File: config.mk
export PLATFORM = sky130hd
export DESIGN_NAME = mem_initiator
export DESIGN_NICKNAME = d
export VERILOG_FILES = /design/src/rtl/mem_pkg.sv /design/src/rtl/mem_addr_seq.sv /design/src/rtl/mem_initiator.sv
export SDC_FILE = /design/constraint.sdc
export NUM_CORES = 1
export LEC_CHECK = 0
export CORE_MARGIN = 2
export CORE_UTILIZATION = 46
export DETAILED_ROUTE_END_ITERATION = 8
export GPL_TIMING_DRIVEN = 0
export PLACE_DENSITY = 0.82
export SLEW_MARGIN = 20
export SYNTH_ARGS = -nofsm -noshare
export SYNTH_HDL_FRONTEND = slang
export SYNTH_SLANG_ARGS = --single-unit
File: constraint.sdc
create_clock -name clk -period 1.9 [get_ports clk]
set_input_delay 0.38 -clock clk [delete_from_list [all_inputs] [get_ports clk]]
set_output_delay 0.38 -clock clk [all_outputs]
set_load 0.02 [all_outputs]
File: src/rtl/mem_pkg.sv
// Shared definitions for the memory initiator.
// Contents:
//   state_t  - initiator FSM state encoding. The inverted-pattern states exist only when
//              MEM_INITIATOR_INV_PASS_EN is defined.
//   pattern  - test data generator: seed XOR addr, optionally inverted.
//              Operands are widened to 64 bits, so callers must keep WIDTH <= 64.
package mem_pkg;

`ifdef MEM_INITIATOR_INV_PASS_EN
   typedef enum logic [2:0] {
      StIdle, StWrite, StRead, StWriteInv, StReadInv, StDone
   } state_t;
`else
   typedef enum logic [2:0] {
      StIdle, StWrite, StRead, StDone
   } state_t;
`endif

   localparam int unsigned PatMaxWidth = 64;

   // Callers zero-extend seed and address into the 64-bit operands and truncate the result
   // back to their word width.
   function automatic logic [PatMaxWidth-1:0] pattern(input logic [PatMaxWidth-1:0] seed,
                                                      input logic [PatMaxWidth-1:0] a,
                                                      input logic                   inv);
      logic [PatMaxWidth-1:0] p;
      p = seed ^ a;
      return inv ? ~p : p;
   endfunction

endpackage

File: src/rtl/mem_addr_seq.sv
// Address sequencer for the memory initiator.
// It walks the addresses 0..DEPTH-1 and wraps back to 0 after the last address.
// Ports:
//   clk      - clock, rising edge
//   res      - asynchronous active-low reset
//   clear    - synchronous return to address 0; takes priority over advance
//   advance  - step to the next address (driven by the handshake)
//   addr     - current address (registered)
//   addr_nxt - address that follows addr, wrapping to 0 after the last address
//   last     - high when addr is DEPTH-1
module mem_addr_seq #(
   parameter int unsigned DEPTH      = 32,
   parameter int unsigned ADDR_WIDTH = $clog2(DEPTH)
) (
   input  logic                  clk,
   input  logic                  res,
   input  logic                  clear,
   input  logic                  advance,
   output logic [ADDR_WIDTH-1:0] addr,
   output logic [ADDR_WIDTH-1:0] addr_nxt,
   output logic                  last
);

   assign last     = (addr == ADDR_WIDTH'(DEPTH - 1));
   assign addr_nxt = last ? '0 : addr + ADDR_WIDTH'(1);

   always_ff @(posedge clk or negedge res) begin
      if (!res) begin
         addr <= '0;
      end else if (clear) begin
         addr <= '0;
      end else if (advance) begin
         addr <= addr_nxt;
      end
   end

endmodule

File: src/rtl/mem_initiator.sv
// Memory test initiator.
// A run first writes the pattern seed^addr to every address 0..DEPTH-1. It then reads
// each address back and compares the data with the same pattern, counting mismatches
// and recording the address of the first one.
// If MEM_INITIATOR_INV_PASS_EN is defined, a second write/read pass follows using the
// inverted pattern, and errors from both passes accumulate in err_count.
// Ports:
//   clk, res        - clock (rising edge) and asynchronous active-low reset
//   start, seed     - start a run (accepted only in idle/done); seed is latched on start
//   busy, done      - run in progress / run finished; done holds until the next start
//   pass            - valid while done: high when no mismatches were seen
//   err_count       - number of mismatches, saturating at all-ones
//   first_err_addr  - address of the first mismatch, or 0 if there was none
//   wr_rd, valid, addr, wdata - request to the memory (wr_rd=1 means write); all registered
//   rdata, ready    - response from the memory; a transfer completes when valid and ready
module mem_initiator #(
   parameter int unsigned WIDTH      = 8,
   parameter int unsigned DEPTH      = 32,
   parameter int unsigned ADDR_WIDTH = $clog2(DEPTH)
) (
   input  logic                  clk,
   input  logic                  res,
   input  logic                  start,
   input  logic [WIDTH-1:0]      seed,
   output logic                  busy,
   output logic                  done,
   output logic                  pass,
   output logic [ADDR_WIDTH+1:0] err_count,
   output logic [ADDR_WIDTH-1:0] first_err_addr,
   output logic                  wr_rd,
   output logic                  valid,
   output logic [ADDR_WIDTH-1:0] addr,
   output logic [WIDTH-1:0]      wdata,
   input  logic [WIDTH-1:0]      rdata,
   input  logic                  ready
);

   import mem_pkg::*;

   state_t                  state_q;
   logic [WIDTH-1:0]        seed_q;
   logic                    drain_q;     // last read done; applying its compare result
   logic                    cmp_err_q;   // mismatch seen at the previous handshake
   logic [ADDR_WIDTH-1:0]   cmp_addr_q;
   logic                    hs;
   logic                    accept;
   logic                    last;
   logic                    inv_phase;
   logic [ADDR_WIDTH-1:0]   addr_nxt;
   logic [WIDTH-1:0]        wdata_nxt;
   logic [WIDTH-1:0]        rd_exp;
   logic [ADDR_WIDTH+1:0]   err_nxt;
   logic [ADDR_WIDTH-1:0]   first_nxt;

   assign hs     = valid & ready;
   assign accept = start & ((state_q == StIdle) | (state_q == StDone));

`ifdef MEM_INITIATOR_INV_PASS_EN
   assign inv_phase = (state_q == StWriteInv) | (state_q == StReadInv);
`else
   assign inv_phase = 1'b0;
`endif

   assign wdata_nxt = WIDTH'(pattern(64'(seed_q), 64'(addr_nxt), inv_phase));
   assign rd_exp    = WIDTH'(pattern(64'(seed_q), 64'(addr), inv_phase));

   // The compare result is registered first, so the error counters trail the handshake
   // by one cycle. The drain cycle after the final read absorbs this delay.
   always_comb begin
      err_nxt   = err_count;
      first_nxt = first_err_addr;
      if (cmp_err_q) begin
         if (err_count != '1) err_nxt = err_count + (ADDR_WIDTH+2)'(1);
         if (err_count == '0) first_nxt = cmp_addr_q;
      end
   end

   mem_addr_seq #(
      .DEPTH      (DEPTH),
      .ADDR_WIDTH (ADDR_WIDTH)
   ) u_addr_seq (
      .clk      (clk),
      .res      (res),
      .clear    (accept),
      .advance  (hs),
      .addr     (addr),
      .addr_nxt (addr_nxt),
      .last     (last)
   );

   always_ff @(posedge clk or negedge res) begin
      if (!res) begin
         state_q        <= StIdle;
         seed_q         <= '0;
         drain_q        <= 1'b0;
         cmp_err_q      <= 1'b0;
         cmp_addr_q     <= '0;
         busy           <= 1'b0;
         done           <= 1'b0;
         pass           <= 1'b0;
         err_count      <= '0;
         first_err_addr <= '0;
         wr_rd          <= 1'b0;
         valid          <= 1'b0;
         wdata          <= '0;
      end else begin
         err_count      <= err_nxt;
         first_err_addr <= first_nxt;
         cmp_err_q      <= 1'b0;
         if (drain_q) begin
            drain_q <= 1'b0;
            state_q <= StDone;
            busy    <= 1'b0;
            done    <= 1'b1;
            pass    <= (err_nxt == '0);
         end else begin
            case (state_q)
               StIdle, StDone: begin
                  if (start) begin
                     state_q        <= StWrite;
                     seed_q         <= seed;
                     busy           <= 1'b1;
                     done           <= 1'b0;
                     pass           <= 1'b0;
                     err_count      <= '0;
                     first_err_addr <= '0;
                     valid          <= 1'b1;
                     wr_rd          <= 1'b1;
                     wdata          <= seed;  // pattern at address 0
                  end
               end
`ifdef MEM_INITIATOR_INV_PASS_EN
               StWrite, StWriteInv: begin
`else
               StWrite: begin
`endif
                  if (hs) begin
                     if (last) begin
                        state_q <= (state_q == StWrite) ? StRead : state_t'(StRead + 3'd2);
                        wr_rd   <= 1'b0;
                        wdata   <= '0;
                     end else begin
                        wdata   <= wdata_nxt;
                     end
                  end
               end
`ifdef MEM_INITIATOR_INV_PASS_EN
               StRead, StReadInv: begin
`else
               StRead: begin
`endif
                  if (hs) begin
                     cmp_err_q  <= (rdata != rd_exp);
                     cmp_addr_q <= addr;
                     if (last) begin
`ifdef MEM_INITIATOR_INV_PASS_EN
                        if (state_q == StRead) begin
                           state_q <= StWriteInv;
                           wr_rd   <= 1'b1;
                           wdata   <= WIDTH'(pattern(64'(seed_q), 64'd0, 1'b1));
                        end else begin
                           valid   <= 1'b0;
                           drain_q <= 1'b1;
                        end
`else
                        valid   <= 1'b0;
                        drain_q <= 1'b1;
`endif
                     end
                  end
               end
               default: state_q <= StIdle;
            endcase
         end
      end
   end

endmodule

---- Yosys cells after proc, flatten, opt, wreduce, memory -nomap -nowiden ----
Cells that the tools add are included.
operators by class
  $add $sub $neg .......................... 2
  $mul .................................... 0
  divide/modulo/power cells ............... 0
  order comparisons ....................... 0
  eq/ne operators ......................... 15
  shift operators ......................... 0
  muxes and demuxes ....................... 40
  bitwise operators ....................... 6
  reductions and logical operators ........ 16
operators with widths
  operator             count
  $mux 5               8
  $mux 7               5
  $mux 8               3
  $mux 1               16
  $pmux 8 s2           1
  $xor 8x5->8          2
  $logic_not 7->1      2
  $mux 3               4
  $reduce_and 5->1     2
  $reduce_bool 2->1    5
  $pmux 3 s3           1
  $ne 2x2->1 const B   4
  $ne 8x8->1           1
  $reduce_and 4->1     2
  $add 7x1->7 const B  1
  $ne 7x7->1 const B   1
  $eq 3x2->1 const B   2
  $ne 3x3->1 const B   2
  $reduce_and 3->1     2
  $add 5x1->5 const B  1
  $eq 5x5->1 const B   1
  $ne 2x1->1 const B   2
  $pmux 1 s2           2
  $eq 3x1->1 const B   1
  other kinds (7)      8
word-level totals
  register bits after elaboration ......... 48
  latch bits .............................. 0
  bits in writable memories ............... 0
  memory bits (read-only) ................. 0
  input port bits ......................... 20
  output and inout port bits .............. 30
  word-level logic and storage cells ...... 93
  memories kept ........................... 0

---- Longest topological paths before layout ----
Gate-level depths: netlist of run 1.
  word-level depth ........................ 6
  depth in mapped cells ................... 8
  mapped depth without buffers ............ 7

---- Modules after synthesis ----
From an unflattened synthesis of run 1, not the netlist that was laid out.
second synthesis, totals
  cell total of the unflattened synthesis .. 225
  area, all modules ....................... 2456.1 um2
modules (own cells, without submodules)
  module         instances  cells an instance  area each (um2)  seq. area each (um2)
  mem_initiator  1          198                2180.8           1051.0
  mem_addr_seq   1          27                 275.3            125.1

---- Worst setup path before layout of run 1 ----
Ideal clock, no wire load.
  kind .................................... reg2reg
  start ................................... register u_addr_seq.addr[0]
  end ..................................... register u_addr_seq.addr[2]
  library setup time ...................... 0.078 ns
  arrival time ............................ 1.956 ns
  required time ........................... 1.822 ns
  setup slack ............................. -0.134 ns
  cell stages (with the launch flop) ...... 7
  buffers on the path ..................... 1
  path through ............................ dfrtp_1 -> ha_1 -> and3_1 -> ha_1 -> clkbuf_1 -> or4b_1 -> a21oi_1
between the ends
  cells in the longest elaborated chain, start to end .. 4
  elaborated cells on any way between the ends .. 5
  classes of those cells .................. add/sub (1); eq/ne (1); mux (3)
RTL lines
  item                                       line                                    source
  start, declared                            mem_addr_seq.sv:19                      output logic [ADDR_WIDTH-1:0] addr,
  start signal, assigned                     mem_addr_seq.sv:33                      addr <= addr_nxt;
  $add 5x1->5 or $eq 5x5->1 (tied branches)  mem_addr_seq.sv:25, mem_addr_seq.sv:24
  $mux 5 *                                   mem_addr_seq.sv:25                      assign addr_nxt = last ? '0 : addr + ADDR_WIDTH'(1);
  $mux 5 *                                   mem_addr_seq.sv:32                      end else if (advance) begin
  $mux 5 *                                   mem_addr_seq.sv:30                      end else if (clear) begin
Every way passes the cells marked *; elsewhere a longest branch is shown, timed or not. The select of a mux whose other input is x is not followed.
A chain may end at the register's enable or synchronous reset.

---- Worst setup path in the final report of run 1 ----
  start ................................... register err_count[5]
  end ..................................... output err_count[5]
RTL lines
  item                    line                  source
  start, declared         mem_initiator.sv:28   output logic [ADDR_WIDTH+1:0] err_count,
  start signal, assigned  mem_initiator.sv:107  err_count <= err_nxt;
No word-level cell between the ends.

==> impl_metrics.ini, run 1 <==
[yosys]
synthFlopType = dfrtp_1
ys_ff_latch = 47
netlist_area_sq_mm = 0.00239
yosys_warnings = 0
synth_edf_count = 0
synth.most_common_cell = dfrtp_1
yosysTopAreaCell = dfrtp_1
netlist_instances = 225
seq_area_frac_synth = 0.492
synth_area_leaders = dfrtp_1 (49%), mux2_2 (7.1%), xnor2_1 (4.8%)
synthArstFlopShare = 1.00
syn_avg_cell_area_sq_um = 10.6
synth.top_cell.area_share = 0.492
synth.net_count = 251
synth.distinct_cells = 40
yosys-top-cells-count = dfrtp_1 (47), nor2_1 (28), a21oi_1 (15), mux2_2 (15), xnor2_1 (13)

[sta]
fin_crit_sh = 0.976
min_period_ns = 1.86
max_freq_ghz = 0.539
tightest_slew_ns = 0.590
hold_viol = 0
setup_viol = 0
hold_slack_ns = 0.0736
finClkSkew_ns = 0.0129
slew_headroom = 0.607
slew_violations = 0

[clock_network]
cts_buffers = 5
cts_num_sinks = 47
cts_hold_buf = 0
path_clk_slew_ns = 0.09
htreeDepth = 2
cts_tree = done
cts_root_buf = clkbuf_8
clockBufferDepth = 2
clk_latency_ns = 0.30

[finish]
drive_above_1_share = 0.160
nets = 313
multi_input_comb_area_sq_mm = 0.00117
final-seq-area_sq_mm = 0.00118
instances_no_fill = 358
n_antenna_cell = 0
design_area_sq_mm = 0.00321
area_delta_synth_final_pct = 34.6
fillers = 446

[critical_path]
required_ns = 1.52
cp.depth = 1
cpPeakStageDelay_ns = 0.67
crit_chain = clkdlybuf4s50_1
crit_type = reg2out
ff2ff_path_depth = 6
r2r_slack_ns = 0.07
start_kind = register
cp_num_buf_inv = 1
cp-startpoint = err_count[5]
crit_arrival_ns = 1.48
r2r-end = u_addr_seq.addr[2]
end_kind = output pin
slowest_stage = clkdlybuf4s50_1
regToRegStartpoint = u_addr_seq.addr[0]
crit_family = buffers and inverters
crit_fanout = 8

[grt]
antenna_found_initial = 0
grt_max_degree = 26
grt_pass1_wl_mm = 8.82
grt_usage = 0.188
grt.overflow.total = 0
grt_pass1_vias = 1943

[placed_design]
port_buffers = 49
dp.cells = 345
routabilityCongestion = 0.869
placed_cell_area_sq_mm = 0.00301
dp_hpwl_mm = 3.91

[detailed_routing]
wl_met2_mm = 2.60
firstDrtPassIters = 4
routedWlPerCell_microns = 14.7
vias = 1956
drc = 0
drt-initial-drc-count = 88
wl_met3_microns = 317
routed_wl_mm = 5.27
ant_nets = 0
drt-vias-per-instance = 5.46
routed.top_layer = met4
m1WireLength_mm = 2.27

[die]
die_y_microns = 76.1
core-area_sq_mm = 0.00507
num_io_pins = 50
start_util = 0.471
row_count = 26
dieArea_sq_mm = 0.00579
fp.dieW_microns = 76.1

[min_path]
hold_class = in2async

[power_and_ir_drop]
swShare = 0.343
p_clk_frac = 0.223
power_frac_comb = 0.413
leakage_nw = 1.40
intPower_mw = 2.55
seq_power_share = 0.364
switchingPower_mw = 1.33
ir_worst_vdd_mv = 0.856
power_density_mw_per_mm2 = 1210

[flow_run]
maxCapViolations = 0

[status]
status = finished, final reports clean
-- how the worst max path moves through the flow --
stage,end,slack [ns]
after floorplan,u_addr_seq.addr[2],0.01
after global placement,u_addr_seq.addr[0],-0.99
after detailed placement,wdata[7],-0.34
after CTS,u_addr_seq.addr[2],0.008
after global routing,seed_q[5],-0.0006
final,err_count[5],0.04
-- what timing repair did --
action,4_1_cts,5_1_grt
gates resized for setup,3,10
buffers inserted,5,0
endpoints found under the setup margin,11,18
pin swaps,1,1
-- per-stage QoR --
step / TNS [ns] / util / total power, mW / setup slack (ns)
after floorplan: 0 / - / 2.40 / 0.0135
after global placement: -41.79 / 0.588 / 2.87 / -0.992
after detailed placement: -4.01 / 0.592 / 2.92 / -0.338
after CTS: 0 / 0.628 / 3.86 / 0.00763
after global routing: -0.000580 / 0.633 / 4.08 / -0.000580
final: 0 / 0.633 / 3.88 / 0.0449
-- state kept, by name (all words and copies together) (netlist names), 2 cells and up --
signal           count
first_err_addr       5
cmp_addr_q           5
u_addr_seq.addr      5
seed_q               8
wdata                8
err_count            7
state_q              2
-- final cells by class --
cell class	count	area share
buffer	10	0.0195
clock buffer	6	0.0226
clock inverter	2	0.0187
inverter	7	0.00934
multi-input combinational	161	0.364
sequential	47	0.367
tap	70	0.0272
timing repair buffer	55	0.172
-- power by group through the flow --
stage	Combinational (mW)	Clock (mW)	Sequential [mW]
2_1_floorplan	0.853	0	1.55
3_3_place_gp	1.42	0	1.45
3_5_place_dp	1.47	0	1.45
4_1_cts	1.59	0.868	1.41
5_1_grt	1.74	0.903	1.44
6_report	1.60	0.864	1.41
-- logic make-up (layout without fill, tap and decap cells) --
kind of cell | after synthesis | after routing | synth area share
muxes | 24 | 24 | 0.108
adders and majority gates | 6 | 6 | 0.0314
AOI/OAI and AO/OA | 43 | 43 | 0.125
xor gates and xnor gates | 20 | 20 | 0.0733
buffers and inverters | 17 | 80 | 0.0314
and+or+nand+nor | 68 | 68 | 0.138
DFF | 47 | 47 | 0.492
-- cell usage in the layout (no fill, tap or decap), types with 2 or more instances in the layout --
| cell | count |
|---|---|
| a22o_1 | 2 |
| a21oi_2 | 3 |
| clkbuf_1 | 6 |
| nor3_1 | 2 |
| bufinv_16 | 2 |
| xnor2_1 | 13 |
| nand2_1 | 12 |
| buf_2 | 3 |
| mux2i_1 | 9 |
| nand3_1 | 8 |
| nand4_1 | 3 |
| xor2_1 | 7 |
| inv_1 | 6 |
| nor2_1 | 27 |
| dfrtp_1 | 45 |
| clkbuf_8 | 5 |
| ha_1 | 4 |
| a22oi_1 | 6 |
| dfrtp_2 | 2 |
| and2_1 | 2 |
| and3_1 | 3 |
| a211oi_1 | 2 |
| mux2_2 | 15 |
| buf_4 | 5 |
| a21oi_1 | 14 |
| and4_1 | 2 |
| o21ai_0 | 4 |
| a31oi_1 | 4 |
| clkdlybuf4s50_1 | 47 |
-- layer usage --
layer | up-vias | global-route usage
li1 | 926 | -
met1 | 944 | 0.231
met2 | 72 | 0.329
met3 | 14 | 0.0427
met4 | 0 | 0.0618
met5 | - | 0
(Power assumes the default switching activity.)
==> inputs of run 2 (changes only) <==
Settings changed: ABC_AREA set to 1, PLACE_DENSITY 0.82 to 0.81.
==> impl_metrics.ini, run 2 <==
[status]
status = finished, final reports clean

[sta]
rsz0062_at_grt = no
finalSetupTns_ns = 0
setup_viol = 0
min_period_ns = 1.79
slew_violations = 0
fin_crit_sh = 0.944
hold_slack_ns = 0.0434
max_freq_ghz = 0.557
hold_viol = 0
fin_ws_ns = 0.106
finClkSkew_ns = 0.00912
slew_headroom = 0.640
tightest_slew_ns = 0.540

[critical_path]
slowest_stage = clkdlybuf4s50_1
cp-startpoint = u_addr_seq.addr[0]
regToRegStartpoint = state_q[0]
required_ns = 1.52
cp_num_buf_inv = 1
start_kind = register
cpPeakStageDelay_ns = 0.65
crit_fanout = 5
crit_arrival_ns = 1.41
end_kind = output pin
crit_chain = clkdlybuf4s50_1
crit_type = reg2out
crit_family = buffers and inverters

[detailed_routing]
wl_met2_mm = 2.68
ant_nets = 0
routed_wl_mm = 5.24
m1WireLength_mm = 2.28
vias = 2024
drt-vias-per-instance = 4.91
drc = 0
drt-initial-drc-count = 134
wl_met3_microns = 228
routedWlPerCell_microns = 12.7
routed.top_layer = met4
firstDrtPassIters = 4

[grt]
grt_pass1_wl_mm = 8.94
grt_max_degree = 26
grt_usage = 0.189
antenna_found_initial = 0
grt_pass1_vias = 1977
grt.overflow.total = 0

[finish]
n_antenna_cell = 0
design_area_sq_mm = 0.00318
utilization = 0.615
final_common_cell = nand2_1
nets = 367
instances_no_fill = 412
fillers = 446
multi_input_comb_area_sq_mm = 0.00115
layout_common_cells = nand2_1 (56), clkdlybuf4s50_1 (48), dfrtp_1 (47), nor2_1 (26), inv_1 (22)
area_delta_synth_final_pct = 28.2
drive_above_1_share = 0.173
final-seq-area_sq_mm = 0.00118
largestRegisters = seed_q (8), wdata (8), err_count (7)

[yosys]
netlist_instances = 282
synth.top_cell.area_share = 0.474
yosysTopAreaCell = dfrtp_1
synth.most_common_cell = nand2_1
ys_ff_latch = 47
seq_area_frac_synth = 0.474
synth_area_leaders = dfrtp_1 (47%), nand2_1 (8.5%), xnor2_1 (4.2%)
synthFlopType = dfrtp_1
synth.distinct_cells = 32
syn_avg_cell_area_sq_um = 8.81
synthArstFlopShare = 1.00
yosys-top-cells-count = nand2_1 (56), dfrtp_1 (47), nor2_1 (26)
netlist_area_sq_mm = 0.00248
yosys_warnings = 0
synth_edf_count = 0
synth.net_count = 308

[clock_network]
cts_buffers = 5
clockBufferDepth = 2
cts_num_sinks = 47
clk_latency_ns = 0.31
cts_root_buf = clkbuf_8
cts_hold_buf = 0
path_clk_slew_ns = 0.09
htreeDepth = 2
cts_tree = done

[placed_design]
placed_cell_area_sq_mm = 0.00308
routabilityCongestion = 0.809
post-place-ws_ns = -0.00725
dp_hpwl_mm = 4.03
port_buffers = 49
dp.cells = 402

[die]
fp.dieW_microns = 77.5
die_y_microns = 77.5
num_io_pins = 50
row_count = 26
start_util = 0.480
dieArea_sq_mm = 0.00600
core-area_sq_mm = 0.00517

[min_path]
hold_class = in2async

[flow_run]
maxCapViolations = 0

[power_and_ir_drop]
leakage_nw = 1.48
finalPower_mw = 4.78
ir_worst_vdd_mv = 1.11
power_density_mw_per_mm2 = 1500
[run 2: cell types whose count changed in the layout (fill, tap and decap cells not counted), moves of 5 or more]
cell	before	now
nand2_2	0	9
nand2_1	12	56
o21ai_0	4	9
mux2_2	15	0
nand3_1	8	19
inv_2	0	11
mux2i_1	9	0
a22oi_1	6	1
o21ai_1	1	13
clkbuf_1	6	0
inv_1	6	22
[run 2: worst paths after layout]
path                                      to  slack (ns)  cells past startpoint
max                                  addr[0]        0.11                      1
min                        first_err_addr[2]        0.04                      1
max reg2reg                first_err_addr[3]        0.18                      8
min reg2reg                             done        0.48                      2
max in group asynchronous               done        1.33                      2
min in group clk                        done        0.48                      2
[run 2: cells by family (layout without fill, tap and decap cells)]
logic type	after synthesis	count (layout)	synth area share
buffers and inverters	38	98	0.0660
AND/OR/NAND/NOR	130	130	0.262
adder cells (fa/ha/maj)	6	6	0.0302
flip-flops	47	47	0.474
AO/OA/AOI/OAI	42	42	0.101
XOR/XNOR	19	19	0.0670
[run 2: timing repair]
item | in CTS | in global routing
pin swaps | 1 | 0
setup buffers | 2 | 0
setup endpoints to repair | 1 | 1
gates resized for setup | 0 | 1
[run 2: per-layer routing]
layer / track usage / vias to the layer above
met5: 0 / -
met4: 0.0482 / 0
met3: 0.0453 / 7
met2: 0.334 / 47
met1: 0.233 / 945
li1: - / 1025
[run 2: cell type report]
class	count	share of cell area
flip-flops and latches	47	0.369
multi-input cells	197	0.360
repair buffers	52	0.164
inverters	33	0.0389
well taps	70	0.0275
clock buffers	5	0.0216
plain buffers	5	0.0126
clock inverters	3	0.00629
[run 2: report_power, final]
group	leakage [nW]	internal [mW]	switching (mW)
logic	0.832	1.11	1.47
clock network	0.0402	0.256	0.347
registers	0.603	1.34	0.263
